### config.mk
export PLATFORM = sky130hd
export DESIGN_NAME = arb_grant_hold
export DESIGN_NICKNAME = d
export VERILOG_FILES = /design/src/rtl/arb_pkg.sv /design/src/rtl/arb_grant_hold_onehot_to_bin.sv /design/src/rtl/arb_grant_hold.sv
export SDC_FILE = /design/constraint.sdc
export NUM_CORES = 1
export LEC_CHECK = 0
export CORE_AREA = 2 2 39 41
export DETAILED_ROUTE_END_ITERATION = 8
export DIE_AREA = 0 0 41 43
export PLACE_DENSITY = 0.75
export SLEW_MARGIN = 10
export SYNTH_ARGS = -nofsm -noshare
export SYNTH_HDL_FRONTEND = slang
export SYNTH_SLANG_ARGS = --single-unit
### constraint.sdc
create_clock -name clk_i -period 1.4 [get_ports clk_i]
set_input_delay 0.42 -clock clk_i [delete_from_list [all_inputs] [get_ports clk_i]]
set_output_delay 0.42 -clock clk_i [all_outputs]
set_load 0.005 [all_outputs]
### src/rtl/arb_pkg.sv
// arb_pkg: shared types, defaults and helpers for the grant-hold stage.
package arb_pkg;
  localparam int NUM_PORTS_DEF = 4;
  localparam int IDX_W = $clog2(NUM_PORTS_DEF);
  typedef enum logic [1:0] {IDLE, HOLD, RELEASE} state_e;
  function automatic logic is_onehot(input logic [31:0] v);
    return v != '0 && (v & (v - 32'd1)) == '0;
  endfunction
endpackage

### src/rtl/arb_grant_hold_onehot_to_bin.sv
// onehot_to_bin: binary index of a one-hot vector, 0 when the vector is zero.
module onehot_to_bin import arb_pkg::*; #(
  parameter int NUM_PORTS = NUM_PORTS_DEF,
  localparam int IW = $clog2(NUM_PORTS)
) (
  input  logic [NUM_PORTS-1:0] onehot_i,
  output logic [IW-1:0]        idx_o
);
  always_comb begin
    idx_o = '0;
    for (int i = 0; i < NUM_PORTS; i++) idx_o = onehot_i[i] ? idx_o | IW'(i) : idx_o;
  end
endmodule

### src/rtl/arb_grant_hold.sv
// arb_grant_hold: latches a fixed-priority arbitrator's grant and holds it as a burst.
// Define ARB_HOLD_TIMEOUT_EN to force release after MAX_HOLD cycles and mask the owner.
module arb_grant_hold import arb_pkg::*; #(
  parameter int NUM_PORTS = NUM_PORTS_DEF,
  parameter int MAX_HOLD = 8,
  localparam int IW = $clog2(NUM_PORTS)
) (
  input  logic                 clk_i,
  input  logic                 rst_i,
  input  logic [NUM_PORTS-1:0] req_i,
  output logic [NUM_PORTS-1:0] arb_req_o,
  input  logic [NUM_PORTS-1:0] arb_gnt_i,
  output logic [NUM_PORTS-1:0] gnt_o,
  output logic [IW-1:0]        gnt_idx_o,
  output logic                 busy_o,
  output logic                 timeout_o,
  output logic                 err_o
);
  if (NUM_PORTS < 2 || MAX_HOLD < 2) begin : g_bad_params
    $error("arb_grant_hold: NUM_PORTS and MAX_HOLD must both be >= 2");
  end
  state_e state_q, state_d;
  logic [NUM_PORTS-1:0] gnt_q, gnt_d, mask_q;
  logic timeout_q, timeout_d, err_q, err_d;
  logic owner_req, valid, expire;
  assign arb_req_o = req_i & ~mask_q;
  assign owner_req = |(req_i & gnt_q);
  assign valid = is_onehot(32'(arb_gnt_i)) && |(arb_gnt_i & arb_req_o);
`ifdef ARB_HOLD_TIMEOUT_EN
  localparam int CW = $clog2(MAX_HOLD + 1);
  logic [CW-1:0] cnt_q, cnt_d;
  logic [NUM_PORTS-1:0] mask_d;
  assign expire = owner_req && cnt_q == CW'(MAX_HOLD - 1);
  always_comb begin
    cnt_d = (state_q != HOLD && valid) ? '0 :
            (state_q == HOLD && cnt_q != CW'(MAX_HOLD)) ? cnt_q + 1'b1 : cnt_q;
    mask_d = (mask_q & req_i) | ((state_q == HOLD && expire) ? gnt_q : '0);
  end
  always_ff @(posedge clk_i or posedge rst_i) begin
    if (rst_i) begin
      cnt_q <= '0;
      mask_q <= '0;
    end else begin
      cnt_q <= cnt_d;
      mask_q <= mask_d;
    end
  end
`else
  assign expire = 1'b0;
  assign mask_q = '0;
`endif
  // The RELEASE cycle is the bubble; arbitration during it lands the next grant right after.
  always_comb begin
    state_d = state_q;
    gnt_d = gnt_q;
    timeout_d = 1'b0;
    err_d = 1'b0;
    case (state_q)
      HOLD: begin
        state_d = (!owner_req || expire) ? RELEASE : HOLD;
        gnt_d = (!owner_req || expire) ? '0 : gnt_q;
        timeout_d = expire;
      end
      default: begin
        state_d = valid ? HOLD : IDLE;
        gnt_d = valid ? arb_gnt_i : '0;
        err_d = !valid && |arb_gnt_i;
      end
    endcase
  end
  always_ff @(posedge clk_i or posedge rst_i) begin
    if (rst_i) begin
      state_q <= IDLE;
      gnt_q <= '0;
      timeout_q <= 1'b0;
      err_q <= 1'b0;
    end else begin
      state_q <= state_d;
      gnt_q <= gnt_d;
      timeout_q <= timeout_d;
      err_q <= err_d;
    end
  end
  onehot_to_bin #(.NUM_PORTS(NUM_PORTS)) u_idx (.onehot_i(gnt_q), .idx_o(gnt_idx_o));
  assign gnt_o = gnt_q;
  assign busy_o = state_q == HOLD;
  assign timeout_o = timeout_q;
  assign err_o = err_q;
endmodule

==> results.yml, run 1 <==
synthesis:
  yosysSeqAreaShare: 0.3784
  yosys.area.top_type: "dfrtp_1"
  synth_top_area_frac: 0.3784
  synthCells: 46
  synth_warnings: 0
  ys_seq_elements: 7
  ys_types: 22
  syn_area_per_cell_um2: 10.06
  syn_nets: 56
  netlist_area_um2: 462.9
  synthTopCellsByArea: "dfrtp_1, buf_4, a32o_1"
layout:
  layout.nets: 88
  finalNonFillerCells: 93
  final_util: 0.5533
  drive_gt1_frac: 0.4416
  diodes: 0
  syn_to_final_growth_pct: 65.41
drt:
  drt-wirelength-per-cell_um: 14.12
  ant_nets: 0
  drt_iter0_markers: 6
  avgViaCountPerCell: 5.129
  drt_wl_total_um: 1313
  drt-pass1-iter-count: 4
  vias: 477
  drc: 0
run_status:
  outcome: "finished, violations left"
  violations: "setup timing"
sta:
  max_freq_ghz: 0.6895
  timing.final.setup_violations: 2
  finalClockSkew_ns: 0.003376
  period_share: 1.036
  hold_viol: 0
  finalWorstSetupSlack_ns: -0.05038
  drv_slew: 0
  fin_crit_ns: 1.450
  rsz0062_at_grt: "true"
worst_setup_path:
  r2r_slack_ns: 0.04
  path_cells: "or2_4, buf_6"
  setup.worst_path.start_class: "flop"
  reg2reg_from: "gnt_o[3]$_DFFE_PP0P_"
  slowest_stage: "dfrtp_1"
  slowest_delay_ns: 0.41
  cp.required_ns: 0.98
  reg2reg_depth: 5
  worst-setup-path-type: "flop to output pin"
  r2r-end: "gnt_o[2]$_DFFE_PP0P_"
  critPathArrivalTime_ns: 1.03
  cp_max_fo: 3
  cp-end-kind: "output pin"
clock_tree:
  clk_latency_ns: 0.25
  numClockSinks: 7
  hold_buffers: 0
  cts_root_buf: "clkbuf_4"
  tritoncts: "built"
  htree_levels: 1
  numCtsBuffers: 3
  cts.path.max_buffers: 2
  path_clk_slew_ns: 0.05
grt:
  antenna_found_initial: 0
  grt_max_degree: 9
  grt_pass1_vias: 449
  grt_pass1_wl_um: 1925
  track_usage: 0.1733
  grt_overflow_total: 0
min_path:
  hold_class: "input pin to async pin"
floorplanning:
  dieArea_um2: 1763
  rows: 14
  core-area_um2: 1384
  die_w_um: 41
  die_y_um: 43
  initial_core_util: 0.3345
  io_pins: 23
placement:
  io_buffers: 21
  placed_cells: 87
  post-dp-hpwl_um: 1009
  place.gp.congestion: 0.8354
pwr:
  ir_drop_v: 0.0005480
  power_density_nw_per_um2: 744.7
  leakagePower_nw: 0.3926
flow_run:
  max-cap-violations: 0
cell usage after synthesis, drive strengths merged:
library cell,n
a221oi,1
a21oi,2
nor2,3
buf,7
a32o,4
dfrtp,7
a22oi,4
and3,1
inv,3
nor3,1
o21bai,1
a21o,3
conb,1
maj3,1
a211oi,2
or2,2
and2b,1
nor2b,1
a21boi,1
critical path, delay by kind of cell, from the launching register on:
kind | cells | cell delay (ns)
buffers and inverters | 1 | 0.11
and+or+nand+nor | 1 | 0.25
DFF | 1 | 0.41
area by class of cell:
cell class                 instances  area (um2)
tap                               16       20.02
fill                             127       618.1
inverter                           3       11.26
multi-input combinational         29       234.0
timing repair buffer              34       299.0
clock buffer                       4       26.28
sequential                         7       175.2
metrics by stage:
step | power, mW | setup WS [ns] | setup TNS [ns] | area, um2 | hold slack (ns)
final | 0.5703 | -0.05038 | -0.09239 | 765.7 | 0.3953
after global placement | 0.3917 | -0.5321 | -4.156 | 723.2 | 0.5294
after global routing | 0.6051 | -0.07325 | -0.1461 | 765.7 | 0.4200
after detailed placement | 0.3961 | -0.5183 | -4.426 | 723.2 | 0.5356
after floorplan | 0.3005 | 0.1562 | 0 | 462.9 | 0.2234
after CTS | 0.5723 | -0.02309 | -0.04160 | 765.7 | 0.4011
where the power goes:
part	internal (mW)	total (mW)	leakage, nW	switching [mW]
Clock	0.109	0.183	0.0150	0.0744
Combinational	0.0929	0.166	0.285	0.0730
Sequential	0.217	0.221	0.0924	0.00449
Total	0.418	0.570	0.393	0.152
routing by layer:
| metal | part of all wire | global-route usage | vias up |
|---|---|---|---|
| li1 | - | - | 230 |
| met1 | 0.37 | 0.1689 | 226 |
| met2 | 0.55 | 0.2906 | 19 |
| met3 | 0.062 | 0.06283 | 2 |
| met4 | 0.014 | 0.1000 | 0 |
| met5 | 0 | 0 | - |
how the worst max path moves through the flow:
| stage | startpoint | end | depth (start not counted) |
|---|---|---|---|
| after floorplan | arb_gnt_i[0] | gnt_o[0]$_DFFE_PP0P_ | 4 |
| after global placement | req_i[2] | arb_req_o[2] | 2 |
| after detailed placement | req_i[2] | arb_req_o[2] | 2 |
| after CTS | gnt_o[3]$_DFFE_PP0P_ | gnt_idx_o[1] | 2 |
| after global routing | gnt_o[3]$_DFFE_PP0P_ | gnt_idx_o[0] | 2 |
| final | gnt_o[3]$_DFFE_PP0P_ | gnt_idx_o[0] | 2 |
cell families after synthesis:
| kind of cell | synth area share |
|---|---|
| AO/OA/AOI/OAI | 0.3486 |
| other | 0.008100 |
| buffers and inverters | 0.1378 |
| adder cells (fa/ha/maj) | 0.02162 |
| AND/OR/NAND/NOR | 0.1054 |
| flip-flops | 0.3784 |
sequential cells by signal, indices dropped and copies added, names as in the netlist:
| signal | flops |
|---|---|
| err_o | 1 |
| state_q | 2 |
| gnt_o | 4 |
timing repair:
action | in CTS | in global routing
pin swaps | 1 | 0
gates cloned | 0 | 0
gates resized for setup | 51 | 2
buffers inserted | 4 | 0
setup endpoints to repair | 18 | 8
cell usage in the layout, fill, tap and decap left out, types with 2 or more instances in the layout:
cell / instances
clkbuf_4: 3
a21oi_1: 2
nor2_1: 3
a32o_1: 3
dfrtp_1: 7
clkdlybuf4s15_2: 4
dlygate4sd2_1: 10
buf_4: 12
inv_1: 3
a22oi_2: 3
a21o_1: 3
buf_6: 5
or2_4: 2
Note: power is estimated with default switching activity, not from simulation.
==> run 2, diff against run 1 <==
--- a/config.mk
+++ b/config.mk
@@ -5,6 +5,7 @@
 export SDC_FILE = /design/constraint.sdc
 export NUM_CORES = 1
 export LEC_CHECK = 0
+export CAP_MARGIN = 20
 export CORE_AREA = 2 2 39 41
 export DETAILED_ROUTE_END_ITERATION = 8
 export DIE_AREA = 0 0 41 43
==> results of run 2 <==
No change in the layout: final DEF, timing and power equal those of run 1.
==> run 3, diff against run 2 <==
--- a/config.mk
+++ b/config.mk
@@ -7,6 +7,7 @@
 export LEC_CHECK = 0
 export CAP_MARGIN = 20
 export CORE_AREA = 2 2 39 41
+export CTS_CLUSTER_SIZE = 20
 export DETAILED_ROUTE_END_ITERATION = 8
 export DIE_AREA = 0 0 41 43
 export PLACE_DENSITY = 0.75
==> constraint.sdc (replaced) <==
create_clock -name clk_i -period 1.6 [get_ports clk_i]
set_input_delay 0.48 -clock clk_i [delete_from_list [all_inputs] [get_ports clk_i]]
set_output_delay 0.48 -clock clk_i [all_outputs]
set_load 0.005 [all_outputs]
==> run 3 against run 2 <==
Effect of this change: the flow now finishes without violations; global-route usage fell by 2.3 points; clock skew decreased by 0.0016 ns; first-iteration DRC count increased by 67%; wire length is 6.3% lower; clock-buffer cell count did not move; core utilization fell by 0.99 points; via count grew 1.0%; sequential cell count unchanged; die area stayed put; cell count unchanged; clock power down 13%; sequential share of layout area up 0.42 points; highest routed layer unchanged.
==> results.yml, run 3 (synthesis results as in run 1) <==
run_status:
  outcome: "finished clean"
worst_setup_path:
  cp_max_fo: 2
  setup.worst_path.start_class: "input pin"
  slowest_stage: "clkdlybuf4s50_1"
  worst-setup-path-type: "input pin to output pin"
  path_cells: "clkdlybuf4s50_1, buf_2"
  cp.required_ns: 1.12
  cp-end-kind: "output pin"
  critPathArrivalTime_ns: 1.07
  path_buf_inv: 2
  slowest_delay_ns: 0.47
  cp_top_family: "buffers and inverters"
grt:
  met1_usage: 0.1854
  grt_overflow_total: 0
  grt_busiest_layer: "met2"
  track_usage: 0.1499
  use_met2: 0.2313
  antenna_found_initial: 0
  grt_pass1_vias: 419
  grt_pass1_wl_um: 1780
  grt_max_degree: 9
  met3_usage: 0.04712
clock_tree:
  htree_levels: 1
  cts.path.max_buffers: 2
  tritoncts: "built"
  clk_latency_ns: 0.25
  path_clk_slew_ns: 0.05
  cts_root_buf: "clkbuf_4"
  numClockSinks: 7
  numCtsBuffers: 3
flow_run:
  max-cap-violations: 0
pwr:
  ir_drop_v: 0.0004361
  leakagePower_nw: 0.4240
  power_frac_clock: 0.323
  power_density_nw_per_um2: 653.5
  power_frac_comb: 0.285
  p_switching_mw: 0.1270
  seqPwrFrac: 0.392
  sw_frac_of_total: 0.2585
  total_power_mw: 0.4914
  intPower_mw: 0.3644
floorplanning:
  die_w_um: 41
  core-area_um2: 1384
  initial_core_util: 0.3345
  rows: 14
  die_y_um: 43
  io_pins: 23
  dieArea_um2: 1763
placement:
  dp_slack_ns: -0.4414
  place.gp.congestion: 0.8289
  placed_cells: 86
  placed_cell_area_um2: 715.7
  io_buffers: 21
  post-dp-hpwl_um: 950.3
layout:
  fill_cells: 137
  multi_input_comb_area_um2: 224.0
  seqCellArea_um2: 175.2
  finalNonFillerCells: 93
  layout_common_cells: "buf_4, dfrtp_1, dlygate4sd2_1"
  diodes: 0
  syn_to_final_growth_pct: 62.43
  drive_gt1_frac: 0.3766
  largest_reg_flops: 4
  layout.nets: 88
  layout_commonest_cell: "buf_4"
  final_area_um2: 752.0
sta:
  timing.setup.tns_ns: 0
  timing.final.setup_violations: 0
  drv_slew: 0
  fin_crit_ns: 1.549
  finalClockSkew_ns: 0.001780
  period_share: 0.9679
  hold_viol: 0
  finalWorstSetupSlack_ns: 0.05132
  max_freq_ghz: 0.6457
drt:
  avgViaCountPerCell: 5.183
  drt-pass1-iter-count: 4
  ant_nets: 0
  drt_wl_total_um: 1230
  drt_iter0_markers: 10
  vias: 482
  drc: 0
  drt-wirelength-per-cell_um: 13.23
min_path:
  hold_class: "input pin to async pin"
run 3: cell types whose count changed in the layout (fill, tap and decap cells not counted), sizes merged:
cell / before / now
buf: 18 / 14
dlymetal6s2s: 0 / 3
clkdlybuf4s15: 4 / 3
dlygate4sd2: 10 / 7
clkbuf: 5 / 6
clkdlybuf4s50: 1 / 5
run 3: path summary, 6_finish.rpt:
path                                      start              endpoint  cells after the start  slack [ns]
min reg2reg                gnt_o[2]$_DFFE_PP0P_  gnt_o[2]$_DFFE_PP0P_                      2        0.61
max in group asynchronous                 rst_i  gnt_o[0]$_DFFE_PP0P_                      2        0.93
max reg2reg                gnt_o[3]$_DFFE_PP0P_  gnt_o[3]$_DFFE_PP0P_                      5        0.21
min in group clk_i         gnt_o[2]$_DFFE_PP0P_  gnt_o[2]$_DFFE_PP0P_                      2        0.61
min                                       rst_i  state_q[1]$_DFF_PP0_                      2        0.46
max                                    req_i[3]          arb_req_o[3]                      2        0.05
run 3: power by group through the flow:
stage	clock network (mW)	logic (mW)	registers [mW]
finish	0.159	0.140	0.193
global route	0.171	0.153	0.194
CTS	0.163	0.141	0.193
detailed placement	0	0.147	0.197
global placement	0	0.146	0.196
floorplan	0	0.0658	0.197
run 3: stage by stage:
stage	util	hold slack, ns
CTS	0.5398	0.4614
floorplan	-	0.2834
finish	0.5434	0.4601
detailed placement	0.5172	0.5299
global placement	0.5172	0.5287
global route	0.5434	0.4845
run 3: repair_timing:
item,in CTS,in global routing
endpoints found under the setup margin,11,9
hold buffers,0,0
cloned,0,0
buffers inserted,2,1
gates resized for setup,24,5
run 3: per-layer routing:
layer  part of all wire  wire, um
met2               0.55       677
met4              0.011        14
met5                  0         0
met3              0.037        45
met1               0.40       492
run 3: layout make-up:
class | instances | share of cell area
inverter | 3 | 0.01498
sequential | 7 | 0.2329
timing repair buffer | 34 | 0.3927
clock buffer | 4 | 0.03494
tap | 16 | 0.02662
multi-input combinational | 29 | 0.2978
